### src/rtl/fwd_scoreboard.sv
// Operand-forwarding scoreboard for the in-order core: tracks in-flight destinations
// from EX onward, emits registered forward selects and the load-use stall.
// Optional stall-cycle counter is built when FWD_STALL_CNT_EN is defined.

module fwd_port_cmp #(
   parameter int NE         = 2,
   parameter int LOAD_STAGE = 2,
   parameter int ZERO_REG   = 31,
   parameter int SEL_W      = 2
) (
   input  logic [NE-1:0]       vld,
   input  logic [NE-1:0][4:0]  rd,
   input  logic [NE-1:0]       ld,
   input  logic [4:0]          rs,
   input  logic                used,
   output logic [SEL_W-1:0]    sel,
   output logic                ld_hz
);
   // Walk oldest to youngest so the youngest match is the one that sticks.
   always_comb begin
      sel   = '0;
      ld_hz = 1'b0;
      for (int j = NE-1; j >= 0; j--) begin
         if (vld[j] && used && (rd[j] == rs) && (rs != 5'(ZERO_REG))) begin
            sel   = SEL_W'(j + 1);
            ld_hz = ld[j] && ((j + 1) < LOAD_STAGE);
         end
      end
   end
endmodule

module fwd_scoreboard #(
   parameter int NUM_RD     = 2,
   parameter int DEPTH      = 3,
   parameter int LOAD_STAGE = 2,
   parameter int ZERO_REG   = 31,
   parameter int SEL_W      = $clog2(DEPTH)
) (
   input  logic                    clk,
   input  logic                    reset,
   input  logic                    id_valid,
   input  logic                    id_regwrite,
   input  logic                    id_load,
   input  logic [4:0]              id_rd,
   input  logic [NUM_RD*5-1:0]     id_rs,
   input  logic [NUM_RD-1:0]       id_rs_used,
   input  logic                    flush,
   output logic                    stall,
   output logic [NUM_RD*SEL_W-1:0] fwd_sel,
   output logic                    fwd_valid,
   output logic [15:0]             stall_cnt
);
   // The oldest stage is write-through in the register file and never matches,
   // so only the DEPTH-1 younger entries need to be held.
   localparam int NE = DEPTH - 1;

   logic [NE-1:0]                   vld_pipe;
   logic [NE-1:0]                   ld_pipe;
   logic [NE-1:0][4:0]              rd_pipe;
   logic [NUM_RD-1:0][SEL_W-1:0]    cand;
   logic [NUM_RD-1:0]               hz;
   logic                            issue;

   for (genvar k = 0; k < NUM_RD; k++) begin : g_port
      fwd_port_cmp #(
         .NE(NE), .LOAD_STAGE(LOAD_STAGE), .ZERO_REG(ZERO_REG), .SEL_W(SEL_W)
      ) u_cmp (
         .vld   (vld_pipe),
         .rd    (rd_pipe),
         .ld    (ld_pipe),
         .rs    (id_rs[5*k +: 5]),
         .used  (id_rs_used[k]),
         .sel   (cand[k]),
         .ld_hz (hz[k])
      );
   end

   assign stall = id_valid & ~flush & (|hz);
   assign issue = id_valid & ~stall & ~flush;

   always_ff @(posedge clk or posedge reset) begin
      if (reset) begin
         vld_pipe  <= '0;
         ld_pipe   <= '0;
         rd_pipe   <= '0;
         fwd_sel   <= '0;
         fwd_valid <= 1'b0;
      end else begin
         vld_pipe[0] <= issue & id_regwrite & (id_rd != 5'(ZERO_REG));
         ld_pipe[0]  <= issue & id_load;
         rd_pipe[0]  <= id_rd;
         // A flush kills the EX entry before it can advance.
         for (int i = 1; i < NE; i++) begin
            if (i == 1) vld_pipe[i] <= vld_pipe[0] & ~flush;
            else        vld_pipe[i] <= vld_pipe[i-1];
            ld_pipe[i] <= ld_pipe[i-1];
            rd_pipe[i] <= rd_pipe[i-1];
         end
         fwd_sel   <= issue ? cand : '0;
         fwd_valid <= issue;
      end
   end

`ifdef FWD_STALL_CNT_EN
   always_ff @(posedge clk or posedge reset) begin
      if (reset)
         stall_cnt <= '0;
      else if (stall && (stall_cnt != 16'hFFFF))
         stall_cnt <= stall_cnt + 16'd1;
   end
`else
   assign stall_cnt = 16'h0000;
`endif

endmodule

### config.mk
export PLATFORM = sky130hd
export DESIGN_NAME = fwd_scoreboard
export DESIGN_NICKNAME = d
export VERILOG_FILES = /design/src/rtl/fwd_scoreboard.sv
export SDC_FILE = /design/constraint.sdc
export NUM_CORES = 1
export LEC_CHECK = 0
export CAP_MARGIN = 20
export CORE_UTILIZATION = 40
export DETAILED_ROUTE_END_ITERATION = 16
export PLACE_DENSITY = 0.77
export SLEW_MARGIN = 20
export SYNTH_ARGS = -nofsm -noshare
export SYNTH_HDL_FRONTEND = slang
export SYNTH_SLANG_ARGS = --single-unit
### constraint.sdc
create_clock -name clk -period 1.8 [get_ports clk]
set_input_delay 0.27 -clock clk [delete_from_list [all_inputs] [get_ports clk]]
set_output_delay 0.27 -clock clk [all_outputs]
set_load 0.01 [all_outputs]
# Yosys cells after proc, flatten, opt, wreduce, memory -nomap -nowiden
# Cells that the tools add are included.
[totals] ff_bits=18 latchBits=0 ram_bits=0 rom_bits=0 output_inout_bits=22 memories=0
[classes] addsub=0 n_mul=0 div_mod_pow=0 order_cmp=0 n_eq_ne=7 shifts=0 mux=7 n_bitwise=10 reduce_logical=13
[ops] cell="5-bit equality test" count=4
[ops] cell="5-bit inequality test (second input constant)" count=3
[ops] cell="1-bit logical AND" count=12
[ops] cell="1-bit AND" count=8
[ops] cell="2-bit two-way mux" count=4
[ops] cell="4-bit two-way mux" count=1
[ops] cell="1-bit two-way mux" count=2
[ops] cell="1-bit inverter" count=2
[ops] cell="2-bit OR reduction" count=1

# Logic depth before layout (Yosys ltp)
# Gate-level depths: netlist (run 1).
[logic_depth] ltp_word=11 ltp_mapped=5 mapped_depth_nobuf=5

# Cells and area by module
# A second synthesis (run 1) with hierarchy kept.
[hier_totals] cells_unflattened=89 area_unflattened_um2=1003.5
[by_module_without_submodules] module="fwd_scoreboard" instances=1 cells_each=49 area_per_inst_um2=703.2
[by_module_without_submodules] module="fwd_port_cmp" instances=2 cells_each=20 area_per_inst_um2=150.1

# Worst setup path before layout (run 1)
# No wires, ideal clock.
[synth_timing] path_kind="register to output" start="register rd_pipe[3] (netlist name)" end="output port stall" arrival_time_ps=1338 setup_slack_ps=192 stages_incl_launch_ff=6 n_path_buf=0 path_cell_list="dfrtp_1 > xnor2_1 > nand4_1 > nor3_1 > o21a_1 > and2_1"
[synth_via] elab_chain_len=6 word_cells_on_any_way=10
[synth_rtl] item="start, declared" line="59" source="logic [NE-1:0][4:0] rd_pipe;"
[synth_rtl] item="start signal, assigned by index" line="97" source="rd_pipe[i] <= rd_pipe[i-1];"
[synth_rtl] item="5-bit equality test" line="24" source="if (vld[j] && used && (rd[j] == rs) && (rs != 5'(ZERO_REG))) begin"
[synth_rtl] item="1-bit logical AND (2 in series)" line="24"
[synth_rtl] item="1-bit two-way mux" line="24"
[synth_rtl] item="2-bit OR reduction *" line="78" source="assign stall = id_valid & ~flush & (|hz);"
[synth_rtl] item="1-bit AND *" line="78"
[synth_rtl] item="end, declared" line="48" source="output logic stall,"
# Mark *: on every way between the ends. The rest lies on a longest branch, timed or not.

# Worst setup path in the final report (run 1)
[layout_timing] start="register rd_pipe[4] (netlist name)" end="output port stall"
# Same word-level chain as after synthesis.

==> key figures, run 1 <==
Status
  • Run status: complete, but fails checks
  • Failing checks: setup timing

Logic synthesis
  • Largest cells by area after synthesis: dfrtp_1 (48%), buf_4 (13%), xnor2_1 (12%)
  • Mapped Cells: 88
  • Synth Cell Area: 944.7 sq um
  • Ys Warns: 0
  • Post-synthesis sequential area ratio: a little under half
  • Yosys top cell by area: dfrtp_1
  • Count of flip-flops with a built-in enable after synthesis: 0
  • Most frequent cell after synthesis: dfrtp_1
  • Synth Flop Type: dfrtp_1
  • Post-synth top area share: roughly 48%
  • Average cell area after synthesis: 10.73 sq um
  • Asr flop ratio synth: 100.0%
  • Commonest cells post-synth: dfrtp_1 (18), buf_4 (16), xnor2_1 (13), xor2_1 (7), nand2_1 (6)
  • Seq cells post-synth: 18
  • Unique cell type count in the Yosys netlist: 23

Drt
  • Avg WL per Cell: 12.43 um
  • DR iter-0 viols: 19
  • Vias: 764
  • Number of remaining DRC errors: 0
  • Post-route ant nets: 0
  • Drt total wl: 2.064 mm
  • First-pass iteration count of the detailed router: 4
  • Via-to-Cell Ratio: around 4.6

Hold path
  • Min-Delay Path Class: in -> async

Power and ir drop
  • Share of total power in combinational logic: 21.0%
  • Pwr Total: between 0.8 and 0.9 mW
  • Cell leakage power: 0.6450 nW
  • Sw Pwr: roughly 0.22 mW
  • Switching Share: roughly a quarter
  • VDD IR-drop max: 0.5145 mV
  • Internal power: 0.6414 mW
  • Pwr dens: between 600 and 700 nW/um^2
  • Clock share of power: 28.8%
  • Sequential Power Share: 50.2%

GRT
  • Number of global-route vias before repair: 754
  • Overall global routing resource usage: 17.97%
  • Largest net degree at the start of global routing: 19
  • Initial antenna violation count: 0
  • Grt ovf: 0
  • First-pass GRT wire length: roughly 3.2 mm

Die
  • Core area: 2212 sq um
  • # rows: 17
  • I/O pin cnt: between 40 and 50
  • Die area: roughly 2600 sq um
  • Die Height: just over 50 um
  • Initial core utilization: 42.70%
  • Die X: 50.60 um

Worst setup path
  • Reg2reg start: rd_pipe[1]
  • Critical path type: reg -> out
  • Worst R2R Setup Slack: 0.21 ns
  • CP required: 1.53 ns
  • Worst path slowest cell: dfrtp_1
  • Worst EP arrival: about 1.7 ns
  • Crit path launch type: flop
  • Critical-path cell list: buf_6 -> xnor2_2 -> nand4_1 -> nor3_2 -> o21a_1 -> and2_1 -> buf_2
  • Crit end category: primary output
  • Worst-path fanout max: 2
  • Critical Path Max Stage Delay: 0.41 ns
  • Worst R2R End: fwd_sel[3]
  • Worst r2r path cells: 6

CTS
  • Clock-pin slew on the worst setup and hold paths: ~0.10 ns
  • Total CTS buffers: 3
  • CTS tree: yes
  • Htree depth: 1
  • Clock Sinks: 18
  • Root cell of the clock tree: clkbuf_4
  • CTS Hold Bufs: 0
  • Clock Tree Buf Depth: 2
  • Worst-skew pair later-pin latency: roughly 0.3 ns

Timing
  • Post-route setup slack: -0.1345 ns
  • Peak Freq: approximately 520 MHz
  • RSZ-0062 raised after global routing: yes
  • Final period demand of the worst path: 1.934 ns
  • Clock skew: around 0.0020 ns
  • Final hold vios: 0
  • Fin crit share: 107.5%
  • Final setup fails: 1
  • Pins over their slew limit: 0

Layout
  • Footprint of the multi-input gates: 475.5 sq um
  • Final Net Count: 162
  • Sequential cell area: 450.4 sq um
  • Diode count: 0
  • Filler cell count: between 150 and 200
  • Ratio of cells with drive above 1 in the final layout: between 20% and 30%
  • Syn-to-layout area delta: 50.20%

Place
  • Port buffer count: 28
  • HPWL Detailed: ~1.6 mm
  • Post-Place Setup Slack: -0.7953 ns
  • RePlAce Congestion: 0.9069

Run
  • Number of max-cap violations: 0
-- stage by stage --
stage | setup TNS, ns | cells | hold WS, ns | instance area (sq um) | utilization (%)
floorplan | 0 | 103 | 0.2086 | 1001 | -
global placement | -1.518 | 160 | 0.4208 | 1324 | 59.84
detailed placement | -1.750 | 160 | 0.4265 | 1324 | 59.84
CTS | -0.1133 | 166 | 0.2728 | 1409 | 63.69
global route | -0.2968 | 166 | 0.3195 | 1419 | 64.14
finish | -0.1345 | 166 | 0.2700 | 1419 | 64.14
-- worst max path at each step --
stage                     startpoint     to  slack (ns)  cells past startpoint
final                     rd_pipe[4]  stall       -0.13                      7
after global placement      id_rs[3]  stall       -0.76                      7
after global routing      rd_pipe[1]  stall       -0.23                      7
after detailed placement    id_rs[0]  stall       -0.80                      7
after CTS                 rd_pipe[4]  stall       -0.11                      7
after floorplan           rd_pipe[3]  stall        0.19                      5
-- per-layer routing --
layer  vias up  routed length [um]  track usage (%)  part of all wire (%)
met1       355                 776            19.42                    38
met2        39                1115            32.44                    54
met4         0                  70            8.333                   3.4
met3         8                 102            4.545                   4.9
li1        362                   -                -                     -
met5         -                   0                0                     0
-- critical path: cells and delay by family (launching register included) --
| family | cells | cell delay [ns] |
|---|---|---|
| AO/OA/AOI/OAI | 1 | 0.17 |
| XOR/XNOR | 1 | 0.14 |
| buffers and inverters | 2 | 0.25 |
| flip-flops | 1 | 0.41 |
| AND/OR/NAND/NOR | 3 | 0.41 |
-- area by class of cell --
| cell class | count | share of cell area, % |
|---|---|---|
| inverters | 1 | 0.2646 |
| repair buffers | 47 | 29.45 |
| clock buffers | 4 | 2.557 |
| multi-input cells | 68 | 33.51 |
| flip-flops and latches | 18 | 31.75 |
| well taps | 28 | 2.469 |
-- sequential cells by signal, summed over array words and instances (netlist names) --
signal,flops
rd_pipe,10
fwd_sel,4
vld_pipe,2
fwd_valid,1
ld_pipe,1
-- power by group through the flow --
stage | combinational (mW) | clock [mW] | sequential (mW)
6_report | 0.181 | 0.248 | 0.433
4_1_cts | 0.177 | 0.256 | 0.432
3_3_place_gp | 0.164 | 0 | 0.439
5_1_grt | 0.194 | 0.271 | 0.435
3_5_place_dp | 0.169 | 0 | 0.440
2_1_floorplan | 0.0940 | 0 | 0.439
-- kinds of logic (layout without fill, tap and decap cells) --
logic type	after synthesis	in the layout	synth area share (%)
and+or+nand+nor	26	26	15.36
xor gates and xnor gates	20	20	18.54
DFF	18	18	47.68
buffers and inverters	17	52	13.11
AOI/OAI and AO/OA	6	6	4.900
other	1	16	0.3970
-- cells in the final DEF, fill, tap and decap left out, types with 2 or more instances in the layout --
master           instances
nor2_1                   2
xor2_1                   7
nand3_1                  3
o21ai_2                  2
buf_4                   17
dlygate4sd2_1            6
conb_1                  16
xnor2_1                 10
clkbuf_4                 3
nor3b_1                  2
buf_6                    2
nand2_1                  5
dfrtp_1                 18
nand4_1                  4
xnor2_2                  3
clkdlybuf4s50_1         21
-- timing repair --
action                                  4_1_cts  5_1_grt
gates cloned                                  0        0
buffers inserted                              2        0
endpoints found under the setup margin        1        3
gates resized for setup                      20        2
pin swaps                                     9        0
Power figures use the tool's default switching activity.
==> run 2: changes to the inputs <==
--- a/config.mk
+++ b/config.mk
@@ -8,7 +8,7 @@
 export CAP_MARGIN = 20
 export CORE_UTILIZATION = 40
 export DETAILED_ROUTE_END_ITERATION = 16
-export PLACE_DENSITY = 0.77
+export PLACE_DENSITY = 0.76
 export SLEW_MARGIN = 20
 export SYNTH_ARGS = -nofsm -noshare
 export SYNTH_HDL_FRONTEND = slang
==> run 2 against run 1 <==
Global-route usage grew 1.2 points. Clock-buffer cell count is the same. Clock power grew 2%. Critical path depth is the same. Final area grew 0.44%. Die area is the same. Maximum frequency shrank 4.0%. Register-to-register slack lost 0.10 ns. Flip-flop and latch count is the same. Sequential share of layout area shrank 0.052 points. The flow still finishes with violations (setup timing). Clock skew grew 0.0069 ns. Non-clock buffer count grew 2.
==> key figures, run 2 (synthesized netlist as in run 1, its figures left out) <==
Status
  • Run status: complete, but fails checks
  • Failing checks: setup timing

Power and ir drop
  • Sequential Power Share: 50.5% (+0.3 points)
  • Cell leakage power: 0.6472 nW (+0.33%)
  • Pwr dens: 603.8 nW/um^2 (-0.54%)
  • Internal power: 0.6390 mW (-0.37%)
  • VDD IR-drop max: 0.6391 mV (+24%)
  • Switching Share: 25.74% (+0.20 points)
  • Share of total power in combinational logic: 20.2% (-0.8 points)
  • Sw Pwr: 0.2215 mW (+0.67%)
  • Clock share of power: 29.2% (+0.4 points)

Die
  • Die Height: 50.60 um (unchanged)
  • I/O pin cnt: 45 (unchanged)
  • Die area: 2560 sq um (unchanged)
  • Initial core utilization: 42.70% (unchanged)
  • Die X: 50.60 um (unchanged)
  • # rows: 17 (unchanged)
  • Core area: 2212 sq um (unchanged)

Layout
  • Filler cell count: 174 (-1.1%)
  • Syn-to-layout area delta: 50.86%
  • Final Net Count: 164 (+1.2%)
  • Top reg by flops: rd_pipe
  • Max FFs per register: 10 (unchanged)
  • Ratio of cells with drive above 1 in the final layout: 26.43% (+1.1 points)
  • Biggest regs: rd_pipe: 10 flops, fwd_sel: 4 flops, vld_pipe: 2 flops
  • Commonest non-fill, non-tap cell in the layout: clkdlybuf4s50_1
  • Most frequent cells in the layout: clkdlybuf4s50_1 (22), buf_4 (21), dfrtp_1 (17)
  • Diode count: 0 (unchanged)

Worst setup path
  • Crit end category: primary output
  • Crit path launch type: primary input
  • Worst R2R End: fwd_sel[3]
  • Critical-path cell list: clkdlybuf4s50_1 -> xnor2_1 -> nand4_1 -> nor3_2 -> o21a_1 -> and2_4 -> buf_6
  • Reg2reg start: rd_pipe[0]
  • Critical path type: in -> out
  • Critical Path Max Stage Delay: 0.53 ns (+0.12 ns)
  • Worst R2R Setup Slack: 0.11 ns (-0.10 ns)
  • Worst path slowest cell: clkdlybuf4s50_1
  • Worst EP arrival: 1.75 ns (+0.09 ns)
  • Worst r2r path cells: 7 (+1)
  • CP required: 1.53 ns (about the same)
  • Worst-path fanout max: 3 (+1)

CTS
  • Clock Sinks: 18 (unchanged)
  • CTS tree: yes
  • CTS Hold Bufs: 0 (unchanged)
  • Clock Tree Buf Depth: 2 (unchanged)
  • Total CTS buffers: 3 (unchanged)
  • Htree depth: 1 (unchanged)
  • Clock-pin slew on the worst setup and hold paths: 0.11 ns (about the same)
  • Worst-skew pair later-pin latency: 0.30 ns (about the same)
  • Root cell of the clock tree: clkbuf_4

Drt
  • First-pass iteration count of the detailed router: 4 (unchanged)
  • Vias: 772 (+1.0%)
  • DR iter-0 viols: 13 (-6)
  • Number of remaining DRC errors: 0 (unchanged)
  • Avg WL per Cell: 12.61 um (+1.4%)
  • Via-to-Cell Ratio: 4.595 (-0.16%)
  • Drt total wl: 2.118 mm (+2.6%)
  • Post-route ant nets: 0 (unchanged)

GRT
  • Initial antenna violation count: 0 (unchanged)
  • Grt ovf: 0 (unchanged)
  • First-pass GRT wire length: 3.505 mm (+8.8%)
  • Largest net degree at the start of global routing: 19 (unchanged)
  • Number of global-route vias before repair: 773 (+2.5%)
  • Overall global routing resource usage: 19.17% (+1.2 points)

Timing
  • Final period demand of the worst path: 2.016 ns (+0.08163 ns)
  • Final hold slack: 0.2638 ns (-0.006243 ns)
  • Final setup fails: 1 (unchanged)
  • RSZ-0062 raised after global routing: yes
  • Peak Freq: 496.0 MHz (-4.0%)
  • Clock skew: 0.008878 ns (+0.006923 ns)
  • Post-route setup slack: -0.2161 ns (-0.08163 ns)
  • Pins over their slew limit: 0 (unchanged)
  • Setup TNS: -0.2161 ns (-0.08163 ns)
  • Fin crit share: 112.0% (+4.5 points)
  • Final hold vios: 0 (unchanged)

Place
  • Port buffer count: 28 (unchanged)
  • RePlAce Congestion: 0.8263 (-8.9%)

Hold path
  • Min-Delay Path Class: in -> async

Run
  • Number of max-cap violations: 0 (unchanged)
[run 2: power by group through the flow]
stage,Combinational (mW),Sequential (mW),Clock (mW)
2_1_floorplan,0.0940,0.439,0
3_3_place_gp,0.161,0.440,0
3_5_place_dp,0.165,0.442,0
4_1_cts,0.168,0.434,0.259
5_1_grt,0.190,0.437,0.282
6_report,0.174,0.435,0.252
[run 2: critical path, delay by kind of cell]
family	cells	cell delay (ns)
simple gates	3	0.52
xor+xnor	1	0.15
compound gates	1	0.19
buf+inv	2	0.62
[run 2: area by class of cell]
cell class	instances	area [sq um]	area share [%]
Clock buffer	4	36.28	2.546
Inverter	1	3.754	0.2634
Multi-Input combinational cell	68	461.7	32.40
Sequential cell	18	451.7	31.69
Tap cell	28	35.03	2.458
Timing Repair Buffer	49	436.7	30.64
[run 2: worst max path at each step]
stage	startpoint	end	slack [ns]	depth (start not counted)
after floorplan	rd_pipe[3]	stall	0.19	5
after detailed placement	id_rs[8]	stall	-0.69	7
final	id_rs[2]	stall	-0.22	7
after CTS	rd_pipe[0]	stall	-0.14	6
after global routing	rd_pipe[0]	stall	-0.32	6
after global placement	id_rs[8]	stall	-0.59	7
[run 2: repair_timing]
action                     in CTS  in global routing
pin swaps                       6                  7
cloned                          0                  0
setup endpoints to repair       1                  2
gates resized for setup        13                  6
buffers inserted                3                  2
[run 2: stage by stage]
| step | worst slack (ns) | total power, mW | std cells | util [%] | cell area, sq um |
|---|---|---|---|---|---|
| after CTS | -0.1443 | 0.8607 | 166 | 62.50 | 1383 |
| after floorplan | 0.1915 | 0.5330 | 103 | - | 1001 |
| after detailed placement | -0.6922 | 0.6063 | 159 | 59.50 | 1316 |
| final | -0.2161 | 0.8605 | 168 | 64.42 | 1425 |
| after global routing | -0.3178 | 0.9097 | 168 | 64.42 | 1425 |
| after global placement | -0.5939 | 0.6007 | 159 | 59.50 | 1316 |
[run 2: metal layers]
metal  wire length [um]  vias up  share of wire, %  global-route usage (%)
li1                   -      368                 -                       -
met2               1207       35                57                   36.00
met4                 58        0               2.7                   9.722
met5                  0        -                 0                       0
met1                737      360                35                   19.35
met3                115        9               5.4                   4.545
